## src/rtl/echo_indication_serializer.sv

```systemverilog
// ============================================================================
// echo_indication_serializer: buffers heard(meth, v) calls in a small FIFO and
// streams each one as a 3-beat message (header, meth, v).  Rev 1.0
// ============================================================================
`default_nettype none

module echo_indication_serializer #(
    parameter int          DEPTH     = 2,
    parameter logic [15:0] METHOD_ID = 16'h0000,
    parameter int          CNT_WIDTH = 16
) (
    input  logic                 CLK,
    input  logic                 nRST,
    input  logic                 heard__ENA,
    input  logic [31:0]          heard_meth,
    input  logic [31:0]          heard_v,
    output logic                 heard__RDY,
    output logic                 beat__ENA,
    output logic [31:0]          beat_data,
    output logic                 beat_last,
    input  logic                 beat__RDY,
    output logic [CNT_WIDTH-1:0] msg_count
);

    localparam int AW = $clog2(DEPTH);
    localparam logic [AW:0] FULL_COUNT = (AW+1)'(DEPTH);

    localparam logic [1:0] S_IDLE = 2'd0;
    localparam logic [1:0] S_HDR  = 2'd1;
    localparam logic [1:0] S_METH = 2'd2;
    localparam logic [1:0] S_VAL  = 2'd3;

    logic [1:0]    state;
    logic [31:0]   meth_mem [DEPTH];
    logic [31:0]   v_mem    [DEPTH];
    logic [AW-1:0] wr_ptr;
    logic [AW-1:0] rd_ptr;
    logic [AW:0]   count;
    logic [AW:0]   count_next;
    logic          push;
    logic          pop;

    assign heard__RDY = nRST & (count != FULL_COUNT);
    assign push       = heard__ENA & heard__RDY;
    assign pop        = (state == S_VAL) & beat__RDY;

    always_comb begin
        count_next = count;
        if (push && !pop) begin
            count_next = count + (AW+1)'(1);
        end else if (!push && pop) begin
            count_next = count - (AW+1)'(1);
        end
    end

    // Storage needs no reset; only the pointers and count define validity.
    always_ff @(posedge CLK) begin
        if (push) begin
            meth_mem[wr_ptr] <= heard_meth;
            v_mem[wr_ptr]    <= heard_v;
        end
    end

    always_ff @(posedge CLK) begin
        if (!nRST) begin
            wr_ptr    <= '0;
            rd_ptr    <= '0;
            count     <= '0;
            state     <= S_IDLE;
            msg_count <= '0;
        end else begin
            count <= count_next;
            if (push) begin
                wr_ptr <= wr_ptr + AW'(1);
            end
            if (pop) begin
                rd_ptr <= rd_ptr + AW'(1);
            end
            case (state)
                S_IDLE: if (count != '0) state <= S_HDR;
                S_HDR:  if (beat__RDY) state <= S_METH;
                S_METH: if (beat__RDY) state <= S_VAL;
                S_VAL: begin
                    if (beat__RDY) begin
                        msg_count <= msg_count + CNT_WIDTH'(1);
                        state     <= (count_next != '0) ? S_HDR : S_IDLE;
                    end
                end
                default: state <= S_IDLE;
            endcase
        end
    end

    always_comb begin
        beat__ENA = (state != S_IDLE);
        beat_last = (state == S_VAL);
        beat_data = '0;
        case (state)
            S_HDR:   beat_data = {METHOD_ID, 16'd3};
            S_METH:  beat_data = meth_mem[rd_ptr];
            S_VAL:   beat_data = v_mem[rd_ptr];
            default: beat_data = '0;
        endcase
    end

endmodule

`default_nettype wire

```

## config.mk

```make
export PLATFORM = sky130hd
export DESIGN_NAME = echo_indication_serializer
export DESIGN_NICKNAME = d
export VERILOG_FILES = /design/src/rtl/echo_indication_serializer.sv
export SDC_FILE = /design/constraint.sdc
export NUM_CORES = 1
export LEC_CHECK = 0
export ABC_AREA = 1
export CAP_MARGIN = 40
export CORE_MARGIN = 5
export CORE_UTILIZATION = 45
export DETAILED_ROUTE_END_ITERATION = 16
export GPL_TIMING_DRIVEN = 0
export PLACE_DENSITY = 0.71
export SETUP_SLACK_MARGIN = 0.3
export SLEW_MARGIN = 20
export SYNTH_ARGS = -nofsm -noshare
export SYNTH_HDL_FRONTEND = slang
export SYNTH_SLANG_ARGS = --single-unit
export TNS_END_PERCENT = 5
```

## constraint.sdc

```tcl
create_clock -name CLK -period 5 [get_ports CLK]
set_clock_uncertainty 0.2 [all_clocks]
set_input_delay 1 -clock CLK [delete_from_list [all_inputs] [get_ports CLK]]
set_output_delay 1 -clock CLK [all_outputs]
set_load 0.02 [all_outputs]
```

# Word-level counts from Yosys, hierarchy flattened
# Memory sizes are Yosys's and may differ from the RTL's. A register that Yosys moved wholly into a read port is not among the register bits.
# Cells that the tools add are included.
# Widths: inputs -> output; s select.
word_totals:
  register_bits: 22
  latch_bits: 0
  mem_bits_rw: 128
  romBits: 0
  in_bits: 68
  out_inout_bits: 51
  elab_cells: 48
  mem_count: 2
mem_list:
  columns: ["memory", "words", "width", "rd", "rd_clocked_by_memory_dff", "wr", "line", "source"]
  rows:
  - ["meth_mem", 2, 32, 1, 1, 1, "34", "logic [31:0] meth_mem [DEPTH];"]
  - ["v_mem", 2, 32, 1, 1, 1, "35", "logic [31:0] v_mem [DEPTH];"]
classes:
  add_sub_neg: 5
  mul: 0
  div_mod_pow: 0
  n_lt_le_gt_ge: 0
  n_eq_ne: 8
  shift: 0
  n_mux: 15
  bitwise_logic: 3
  n_reduce_logical: 10
op_table:
  columns: ["op", "n"]
  rows:
  - ["$pmux 32 s3", 1]
  - ["$add 16x1->16 const B", 1]
  - ["$mux 2", 6]
  - ["$ne 2x2->1 const B", 4]
  - ["$pmux 2 s4", 1]
  - ["$mux 1", 7]
  - ["$reduce_bool 2->1", 3]
  - ["$eq 2x2->1 const B", 2]
  - ["$reduce_and 4->1", 1]
  - ["$and 1x1->1", 3]
  - ["$add 1x1->1 const B", 2]
  - ["$add 2x1->2 const B", 1]
  - ["$eq 2x1->1 const B", 1]
  - ["$logic_and 1x1->1", 2]
  - ["$logic_not 1->1", 2]
  - ["$logic_not 2->1", 1]
  - ["$ne 2x1->1 const B", 1]
  - ["$reduce_and 2->1", 1]
  - ["$sub 2x1->2 const B", 1]

# Longest topological paths before layout
# Gate-level depths: netlist of the first run.
depth:
  depth_word: 11
  mapped_depth: 13
  mapped_depth_nobuf: 13

# Worst setup path before layout of the first run
# Ideal clock, no wire load.
synth_timing:
  path_type: "input-to-reg"
  startpoint: "input heard__ENA"
  endpoint: "memory meth_mem[0][0], enable pin"
  setup_ps: 487
  arrival_time_ps: 3858
  t_required_ps: 4313
  setup_slack_ps: 456
  path_stages: 2
  n_path_buf: 0
  path_cell_list: "nand3_1 nor2_1"
synth_between:
  elab_chain_len: 3
synth_lines:
  columns: ["element", "line", "source"]
  rows:
  - ["start: declaration", "14", "input logic heard__ENA,"]
  - ["$and 1x1->1", "44", "assign push = heard__ENA & heard__RDY;"]
  - ["$mux 1", "58", "if (push) begin"]
  - ["$mux 1 (not written as such)", "59", "meth_mem[wr_ptr] <= heard_meth;"]
  - ["end: declaration", "34", null]
# Every way passes these cells.

# Worst setup path in the final report of the first run
layout_timing:
  startpoint: "register state[0]"
  endpoint: "output beat_data[26]"
layout_between:
  elab_chain_len: 2
  word_cells_on_any_way: 4
  cone_classes: "eq/ne: 3; mux: 1"
layout_lines:
  columns: ["element", "line", "source"]
  rows:
  - ["start: declaration", "33", "logic [1:0] state;"]
  - ["start signal: assignment", "86", "state <= (count_next != '0) ? S_HDR : S_IDLE;"]
  - ["$eq 2x2->1 or $eq 2x1->1 (tied branches)", "98", "case (state)"]
  - ["$pmux 32 s3 *", "98", null]
  - ["end: declaration", "19", "output logic [31:0] beat_data,"]
# Every way passes the cells marked *; elsewhere a longest branch is shown, timed or not.

==> out/results.tsv, run 1 <==
stage	metric	value	unit
worst_setup_path	worst-r2r-cell-count	7	
pwr	ir_worst_vdd	0.226	mV
run_status	status	completed	
clock_network	root_buffer	clkbuf_16	
clock_network	cts_sinks	151	
cells_and_area	fin_cells	866	
yosys	yosysWarnings	0	
yosys	synth_adder_area_share	1.63	%
worst_setup_path	cp_top_family	buffers and inverters	
global_routing	grt_max_degree	26	
timing	rsz0062_at_grt	no	
detailed_routing	final_antenna_net_count	0	
worst_setup_path	startpoint	state[0]	
min_path	hold_path_class	register to register	
pwr	power.density	403	mW/mm²
yosys	seq_area_frac_synth	69.9	%
clock_network	cts_tree	done	
yosys	synth-simple-area-share	14.5	%
detailed_routing	detail_route.wl_per_cell	16.4	µm
detailed_routing	via_per_inst	5.12	
timing	finalCritPeriodShare	80.0	%
yosys	synth_fp_nets	612	
clock_network	numCtsBuffers	17	
yosys	synthCells	536	
cells_and_area	post-route-util	62.0	%
clock_network	clock_latency	410	ps
global_routing	grt_pass1_vias	4615	
placed_design	hpwl	9720	µm
placed_design	place_area	0.00766	mm²
cells_and_area	n_antenna_cell	0	
min_path	hold_depth	2	
global_routing	grtUsageTotal	18.3	%
floorplanning	pin_count	119	
floorplanning	rows	42	
yosys	synth-compound-area-share	10.5	%
detailed_routing	routed_wl	14200	µm
floorplanning	coreArea	0.0133	mm²
cells_and_area	num-fill-cells	1079	
yosys	avgSynthCellArea	11.5	µm²
worst_setup_path	path_max_fanout	10	
global_routing	grt_pass1_wl	22800	µm
timing	finalSetupTns	0	ps
worst_setup_path	critical_path_arrival	2800	ps
yosys	synth-xor-area-share	0.142	%
worst_setup_path	r2r_setup_slack	2560	ps
worst_setup_path	r2r_end	meth_mem[1][10]	
clock_network	post-cts-setup-buffers	0	
timing	relSlewSlack	47.1	%
worst_setup_path	path_cells	ha_1, inv_1, clkbuf_1, nor2_1, o21ai_0, a21oi_1, clkdlybuf4s50_1	
worst_setup_path	worst-path-buf-inv	3	
floorplanning	die_w	127	µm
clock_network	hold_buffers	0	
cells_and_area	stdcell_area	0.00828	mm²
cells_and_area	multi_input_area	0.00166	mm²
detailed_routing	drc	0	
placed_design	portBuffers	118	
timing	slew_violations	0	
floorplanning	die_y	127	µm
cells_and_area	synthToLayoutAreaGrowth	34.5	%
pwr	total_power	3.34	mW
cells_and_area	most-common-layout-cells	nor2_1, edfxtp_1, clkdlybuf4s50_1	
yosys	postSynthRegisterBits	151	
global_routing	grt_antenna_before_repair	0	
global_routing	use_met2	30.8	%
placed_design	gp_congestion	0.780	
pwr	p_leak	2.91	nW
detailed_routing	firstDrtPassIters	5	
timing	setup_viol_count_final	0	
worst_setup_path	cpPeakStageDelay	660	ps
worst_setup_path	slowest_stage	clkdlybuf4s50_1	
cells_and_area	layout.nets	753	
timing	finalHoldViolations	0	
worst_setup_path	worstSetupPathDepth	7	
global_routing	grt_util_met3	5.59	%
global_routing	busiest_layer	met2	
yosys	muxShareOfSynthArea	0	%
placed_design	placedCellCount	834	
cells_and_area	register_area	0.00430	mm²
worst_setup_path	end_kind	primary output	
timing	worst_pin_slew	792	ps
clock_network	cts_resized	0	
detailed_routing	vias	4431	
worst_setup_path	critPathLaunchType	register	
yosys	syn-cell-area	0.00615	mm²
cells_and_area	layout_commonest_cell	nor2_1	
yosys	synth_cell_types	35	
worst_setup_path	cp.required	3800	ps
worst_setup_path	r2r-start	count[0]	
worst_setup_path	worstSetupPathType	register to primary output	
clock_network	h-tree-depth	4	
global_routing	grt.met1_usage	22.2	%
timing	fmax	250	MHz
cells_and_area	drive_gt1_share	8.55	%
yosys	synth_top_family_by_area	simple AND/OR/NAND/NOR gates	
global_routing	gr-total-overflow	0	
worst_setup_path	crit_end	beat_data[26]	
floorplanning	die_area	0.0161	mm²
clock_network	clk_pin_slew	60	ps
detailed_routing	drt_iter0_drc	339	
floorplanning	initial_core_util	46.1	%
clock_network	cts_max_path_buffers	2	
timing	min_period	4000	ps
job	drv_cap	0	
## area by class of cell
| cell class | count | area share, % |
|---|---|---|
| plain buffers | 24 | 1.19 |
| clock inverters | 12 | 2.19 |
| repair buffers | 122 | 15.3 |
| flip-flops and latches | 151 | 52.0 |
| well taps | 176 | 2.66 |
| clock buffers | 20 | 5.28 |
| multi-input cells | 333 | 20.0 |
| inverters | 28 | 1.30 |
## where the power goes
part	total, mW	switching (mW)	internal, mW
registers	1.44	0.0211	1.42
clock network	1.34	0.465	0.875
logic	0.553	0.338	0.215
## per-stage QoR
| step | setup WS, ps | hold WS, ps |
|---|---|---|
| 2_1_floorplan | 456 | 260 |
| 3_3_place_gp | -1780 | 256 |
| 3_5_place_dp | 1280 | 278 |
| 4_1_cts | 986 | 289 |
| 5_1_grt | 773 | 329 |
| 6_report | 1000 | 287 |
## worst min-delay path by stage
stage / startpoint / to / slack (ps)
final: msg_count[15] / msg_count[15] / 290
after global routing: msg_count[6] / msg_count[6] / 330
after CTS: msg_count[15] / msg_count[15] / 290
after detailed placement: msg_count[15] / msg_count[15] / 280
after global placement: msg_count[15] / msg_count[15] / 260
after floorplan: wr_ptr / wr_ptr / 260
## cells in the mapped netlist, drive strengths merged
cell type  count  area (µm²)
ha             8         100
clkbuf        13        48.8
nor2         150         612
nand3b         1        7.51
o21ai         75         379
nand4          4        37.5
nor3           6        35.0
o22ai          2        12.5
nand2         32         158
dfxtp         23         460
edfxtp       128        3840
o21ba          1        10.0
nor3b          2        15.0
buf           11        50.0
xor2           1        8.76
o21a           1        7.51
nand3          5        25.0
a31oi          1        6.26
a211oi         1        7.51
inv           28         108
a21oi         42         214
o21bai         1        7.51
## sequential cells by signal (all words and copies together), names as in the netlist, named ones only
name,flops
state,2
count,2
wr_ptr,1
meth_mem,64
msg_count,16
rd_ptr,1
v_mem,64
## metal layers
layer / part of all wire, % / vias to the layer above
met5: 0 / -
met4: 1.6 / 0
met3: 6.8 / 22
met2: 50 / 143
met1: 42 / 2111
li1: - / 2155
## worst register-to-register path: cells and delay by family, from the launching register on
family	cells	cell delay [ps]
adders and majority gates	1	210
buffers and inverters	4	620
DFF	1	320
and+or+nand+nor	2	770
## cell families (layout without fill, tap and decap cells)
family	Yosys count	in the layout
buf+inv	52	206
fa+ha+maj	8	8
xor+xnor	1	1
flops	151	151
simple gates	200	200
compound gates	124	124
No activity file was read; power rests on OpenSTA's default activity.
==> run 2: changes to the inputs <==
==> constraint.sdc (replaced) <==
create_clock -name CLK -period 3.7 [get_ports CLK]
set_clock_uncertainty 0.2 [all_clocks]
set_input_delay 0.74 -clock CLK [delete_from_list [all_inputs] [get_ports CLK]]
set_output_delay 0.74 -clock CLK [all_outputs]
set_load 0.02 [all_outputs]
==> out/results.tsv, run 2 (synthesis results as in run 1) <==
stage	metric	value	unit	change
run_status	status	completed		
clock_network	root_buffer	clkbuf_16		
placed_design	placedCellCount	834		unchanged
worst_setup_path	path_max_fanout	6		-4
pwr	p_leak	3.45	nW	+19%
timing	setup_viol_count_final	0		unchanged
timing	relSlewSlack	47.1	%	+0.049 points
global_routing	grt_antenna_before_repair	0		unchanged
worst_setup_path	r2r_setup_slack	1250	ps	-1310 ps
worst_setup_path	cpPeakStageDelay	640	ps	-20 ps
timing	slew_violations	0		unchanged
placed_design	gp_congestion	0.780		unchanged
global_routing	grtUsageTotal	18.3	%	about the same
pwr	ir_worst_vdd	0.337	mV	+49%
cells_and_area	synthToLayoutAreaGrowth	35.8	%	
worst_setup_path	crit_end	heard__RDY		
floorplanning	coreArea	0.0133	mm²	unchanged
global_routing	grt_max_degree	26		unchanged
timing	rsz0062_at_grt	no		
detailed_routing	routed_wl	14400	µm	+0.99%
worst_setup_path	startpoint	nRST		
clock_network	h-tree-depth	4		unchanged
timing	fmax	311	MHz	
pwr	power.density	540	mW/mm²	+34%
min_path	hold_path_class	register to register		
cells_and_area	layout_commonest_cell	nor2_1		
worst_setup_path	worstSetupPathType	input port to primary output		
cells_and_area	drive_gt1_share	9.71	%	+1.2 points
placed_design	portBuffers	118		unchanged
global_routing	grt_pass1_wl	22800	µm	unchanged
timing	finalSetupTns	0	ps	unchanged
job	drv_cap	0		unchanged
timing	finalHoldViolations	0		unchanged
cells_and_area	layout.nets	753		unchanged
detailed_routing	via_per_inst	5.14		+0.45%
cells_and_area	reg.largest.list	meth_mem (64), v_mem (64), msg_count (16)		
cells_and_area	n_antenna_cell	0		unchanged
timing	finalCritPeriodShare	86.9	%	
timing	min_period	3210	ps	
cells_and_area	multi_input_area	0.00166	mm²	+0.15%
cells_and_area	register_area	0.00430	mm²	unchanged
worst_setup_path	cp.required	2760	ps	-1040 ps
floorplanning	die_w	127	µm	unchanged
clock_network	clk_pin_slew	60	ps	about the same
floorplanning	pin_count	119		unchanged
floorplanning	initial_core_util	46.1	%	unchanged
detailed_routing	drc	0		unchanged
detailed_routing	drt_iter0_drc	343		+1.2%
floorplanning	die_y	127	µm	unchanged
clock_network	hold_buffers	0		unchanged
floorplanning	die_area	0.0161	mm²	unchanged
worst_setup_path	worst-r2r-cell-count	7		unchanged
placed_design	hpwl	9720	µm	unchanged
clock_network	cts_tree	done		
detailed_routing	final_antenna_net_count	0		unchanged
cells_and_area	most-common-layout-cells	nor2_1, edfxtp_1, clkdlybuf4s50_1		
worst_setup_path	r2r-start	count[0]		
clock_network	post-cts-setup-buffers	0		unchanged
clock_network	cts_sinks	151		unchanged
clock_network	cts_max_path_buffers	2		unchanged
detailed_routing	firstDrtPassIters	4		-1
worst_setup_path	path_cells	clkdlybuf4s50_1, inv_1, nor2_1, clkdlybuf4s50_1		
floorplanning	rows	42		unchanged
worst_setup_path	critPathLaunchType	input port		
cells_and_area	fin_cells	866		unchanged
global_routing	gr-total-overflow	0		unchanged
worst_setup_path	slowest_stage	clkdlybuf4s50_1		
worst_setup_path	critical_path_arrival	2270	ps	-530 ps
worst_setup_path	r2r_end	v_mem[1][5]		
detailed_routing	detail_route.wl_per_cell	16.6	µm	+0.99%
cells_and_area	num-fill-cells	1079		unchanged
timing	worst_pin_slew	792	ps	-0.739 ps
detailed_routing	vias	4451		+0.45%
worst_setup_path	crit_top_cell	clkdlybuf4s50_1		
clock_network	clock_latency	420	ps	about the same
worst_setup_path	end_kind	primary output		
clock_network	numCtsBuffers	17		unchanged
global_routing	grt_pass1_vias	4614		-0.022%
## run 2: where the power goes
| group | internal [mW] | leakage, nW | switching [mW] |
|---|---|---|---|
| logic | 0.286 | 1.79 | 0.458 |
| clock network | 1.18 | 0.296 | 0.631 |
| registers | 1.92 | 1.36 | 0.0286 |
| total | 3.39 | 3.45 | 1.12 |
## run 2: layer usage
metal / vias up / share of wire (%) / wire [µm] / global-route usage, %
met2: 153 / 50 / 7210 / 30.8
met4: 0 / 1.5 / 209 / 7.32
met1: 2128 / 42 / 5960 / 22.1
met3: 22 / 6.8 / 973 / 5.59
met5: - / 0 / 0 / 0
li1: 2148 / - / - / -
## run 2: worst min-delay path by stage
stage / endpoint / slack, ps / from / depth (start not counted)
floorplan: wr_ptr / 260 / wr_ptr / 2
finish: msg_count[15] / 290 / msg_count[15] / 2
detailed placement: msg_count[15] / 280 / msg_count[15] / 2
global route: msg_count[6] / 330 / msg_count[6] / 2
global placement: msg_count[15] / 260 / msg_count[15] / 2
CTS: msg_count[15] / 290 / msg_count[15] / 2
## run 2: final cells by class
type                       count  area share, %
tap                          176           2.64
clock buffer                  20           5.23
buffer                        24           1.30
timing repair buffer         122           16.0
clock inverter                12           2.17
sequential                   151           51.5
multi-input combinational    333           19.9
inverter                      28           1.29
## run 2: worst max-delay path, delay by kind of cell
| kind | cells | cell delay (ps) |
|---|---|---|
| buffers and inverters | 3 | 1350 |
| AND/OR/NAND/NOR | 1 | 180 |
## run 2: through the flow
step	power [mW]	area (µm²)	util [%]	hold slack, ps	setup WS (ps)
finish	4.51	8360	62.6	287	486
global route	4.69	8360	62.6	329	333
CTS	4.55	8280	62.1	289	135
detailed placement	2.74	7660	57.4	278	421
global placement	2.71	7550	56.6	256	-2820
floorplan	2.39	6150	-	260	-584
## run 2: repair_timing
action                                  4_1_cts  5_1_grt
resized for setup                             8       33
endpoints found under the hold margin         0        0
endpoints found under the setup margin       30       31
==> run 3: changes to the inputs <==
--- a/config.mk
+++ b/config.mk
@@ -13,6 +13,7 @@
 export GPL_TIMING_DRIVEN = 0
 export PLACE_DENSITY = 0.71
 export SETUP_SLACK_MARGIN = 0.3
+export SKIP_LAST_GASP = 1
 export SLEW_MARGIN = 20
 export SYNTH_ARGS = -nofsm -noshare
 export SYNTH_HDL_FRONTEND = slang
==> out/results.tsv, run 3 (synthesis results as in run 1) <==
stage	metric	value	unit	change
run_status	status	completed		
pwr	ir_worst_vdd	0.306	mV	-9.2%
global_routing	grt_antenna_before_repair	0		unchanged
pwr	p_int	3.40	mW	+0.22%
global_routing	grt_pass1_vias	4614		unchanged
detailed_routing	detail_route.wl_per_cell	16.5	µm	-0.52%
worst_setup_path	path_max_fanout	10		+4
pwr	combPwrFrac	16.6	%	about the same
floorplanning	initial_core_util	46.1	%	unchanged
worst_setup_path	critical_path_arrival	2620	ps	+350 ps
min_path	hold_path_class	register to register		
pwr	seqPwrFrac	43.2	%	about the same
cells_and_area	multi_input_area	0.00166	mm²	unchanged
placed_design	gp_congestion	0.780		unchanged
detailed_routing	routed_wl	14300	µm	-0.52%
worst_setup_path	worstSetupPathType	register to primary output		
floorplanning	die_w	127	µm	unchanged
clock_network	cts_sinks	151		unchanged
cells_and_area	drive_gt1_share	9.57	%	-0.14 points
timing	min_period	3560	ps	+344 ps
global_routing	gr-total-overflow	0		unchanged
clock_network	root_buffer	clkbuf_16		
pwr	total_power	4.52	mW	+0.17%
timing	setup_viol_count_final	0		unchanged
placed_design	portBuffers	118		unchanged
pwr	p_clk_share	40.1	%	about the same
floorplanning	die_area	0.0161	mm²	unchanged
clock_network	cts_max_path_buffers	2		unchanged
clock_network	clock_latency	420	ps	about the same
cells_and_area	post-route-util	62.1	%	-0.52 points
clock_network	clk_pin_slew	60	ps	about the same
global_routing	grt_pass1_wl	22800	µm	unchanged
cells_and_area	most-common-layout-cells	nor2_1, edfxtp_1, clkdlybuf4s50_1		
global_routing	grtUsageTotal	18.3	%	unchanged
timing	finalCritPeriodShare	96.2	%	+9.3 points
worst_setup_path	critPathLaunchType	register		
floorplanning	pin_count	119		unchanged
timing	relSlewSlack	47.1	%	about the same
cells_and_area	synthToLayoutAreaGrowth	34.7	%	
floorplanning	die_y	127	µm	unchanged
clock_network	post-cts-setup-buffers	0		unchanged
cells_and_area	layout.nets	753		unchanged
worst_setup_path	cp.required	2760	ps	about the same
clock_network	cts_tree	done		
floorplanning	coreArea	0.0133	mm²	unchanged
timing	finalSetupTns	0	ps	unchanged
timing	finalHoldViolations	0		unchanged
pwr	switching_share	24.7	%	-0.036 points
detailed_routing	drc	0		unchanged
detailed_routing	via_per_inst	5.14		about the same
placed_design	hpwl	9720	µm	unchanged
pwr	p_sw	1.12	mW	about the same
worst_setup_path	end_kind	primary output		
cells_and_area	n_antenna_cell	0		unchanged
detailed_routing	firstDrtPassIters	4		unchanged
timing	slew_violations	0		unchanged
timing	rsz0062_at_grt	yes		
global_routing	grt_max_degree	26		unchanged
timing	fmax	281	MHz	-9.7%
cells_and_area	num-fill-cells	1076		-0.28%
cells_and_area	reg.largest.list	meth_mem (64), v_mem (64), msg_count (16)		
job	drv_cap	0		unchanged
detailed_routing	vias	4452		+0.022%
cells_and_area	layout_commonest_cell	nor2_1		
clock_network	h-tree-depth	4		unchanged
detailed_routing	drt_iter0_drc	329		-4.1%
floorplanning	rows	42		unchanged
clock_network	numCtsBuffers	17		unchanged
timing	worst_pin_slew	791	ps	-0.0591 ps
pwr	power.density	545	mW/mm²	+1.0%
pwr	p_leak	2.95	nW	-15%
detailed_routing	final_antenna_net_count	0		unchanged
cells_and_area	register_area	0.00430	mm²	unchanged
-- run 3: cell types whose count changed in the layout (fill, tap and decap cells not counted) --
cell / change
clkdlybuf4s50_1: +28
dlymetal6s2s_1: -28
clkbuf_4: -1
dlygate4sd2_1: +1
-- run 3: worst paths after layout --
path            startpoint             to  slack, ps  cells past startpoint
max               state[0]  beat_data[26]        140                      7
min          msg_count[15]  msg_count[15]        290                      2
max reg2reg       count[0]    v_mem[1][5]       1250                      7
min reg2reg  msg_count[15]  msg_count[15]        290                      2
-- run 3: power groups by stage --
stage                     logic (mW)  clock network, mW  registers (mW)
after floorplan                0.397                  0            1.99
after global placement         0.717                  0            1.99
after detailed placement       0.750                  0            1.99
after CTS                      0.760               1.84            1.95
after global routing           0.827               1.91            1.96
final                          0.751               1.81            1.95
-- run 3: metrics by stage --
| stage | hold WS [ps] | setup WS (ps) | cell area, µm² | std cells |
|---|---|---|---|---|
| after global routing | 329 | -26.2 | 8290 | 866 |
| after CTS | 289 | 135 | 8280 | 866 |
| after floorplan | 260 | -584 | 6150 | 536 |
| after global placement | 256 | -2820 | 7550 | 830 |
| after detailed placement | 278 | 421 | 7660 | 834 |
| final | 287 | 141 | 8290 | 866 |
-- run 3: repair_timing --
item,in CTS,in global routing
endpoints found under the setup margin,30,31
resized for setup,8,1
hold buffers,0,0
-- run 3: worst max-delay path, stage by stage (launching register included) --
cell	delay [ps]
dfxtp_1	430
ha_2	290
inv_1	110
clkbuf_2	250
nor2_1	140
o21ai_0	80
a21oi_1	230
clkdlybuf4s50_1	660
-- run 3: area by class of cell --
cell class,instances,area share (%)
clock inverters,12,2.19
plain buffers,24,1.28
well taps,176,2.66
flip-flops and latches,151,51.9
clock buffers,20,5.27
repair buffers,122,15.3
multi-input cells,333,20.0
inverters,28,1.30
-- run 3: per-layer routing --
metal,vias up,global-route usage (%),wire length (µm)
li1,2153,-,-
met1,2122,22.1,5930
met2,153,30.8,7110
met3,24,5.59,988
met4,0,7.32,257
met5,-,0,0
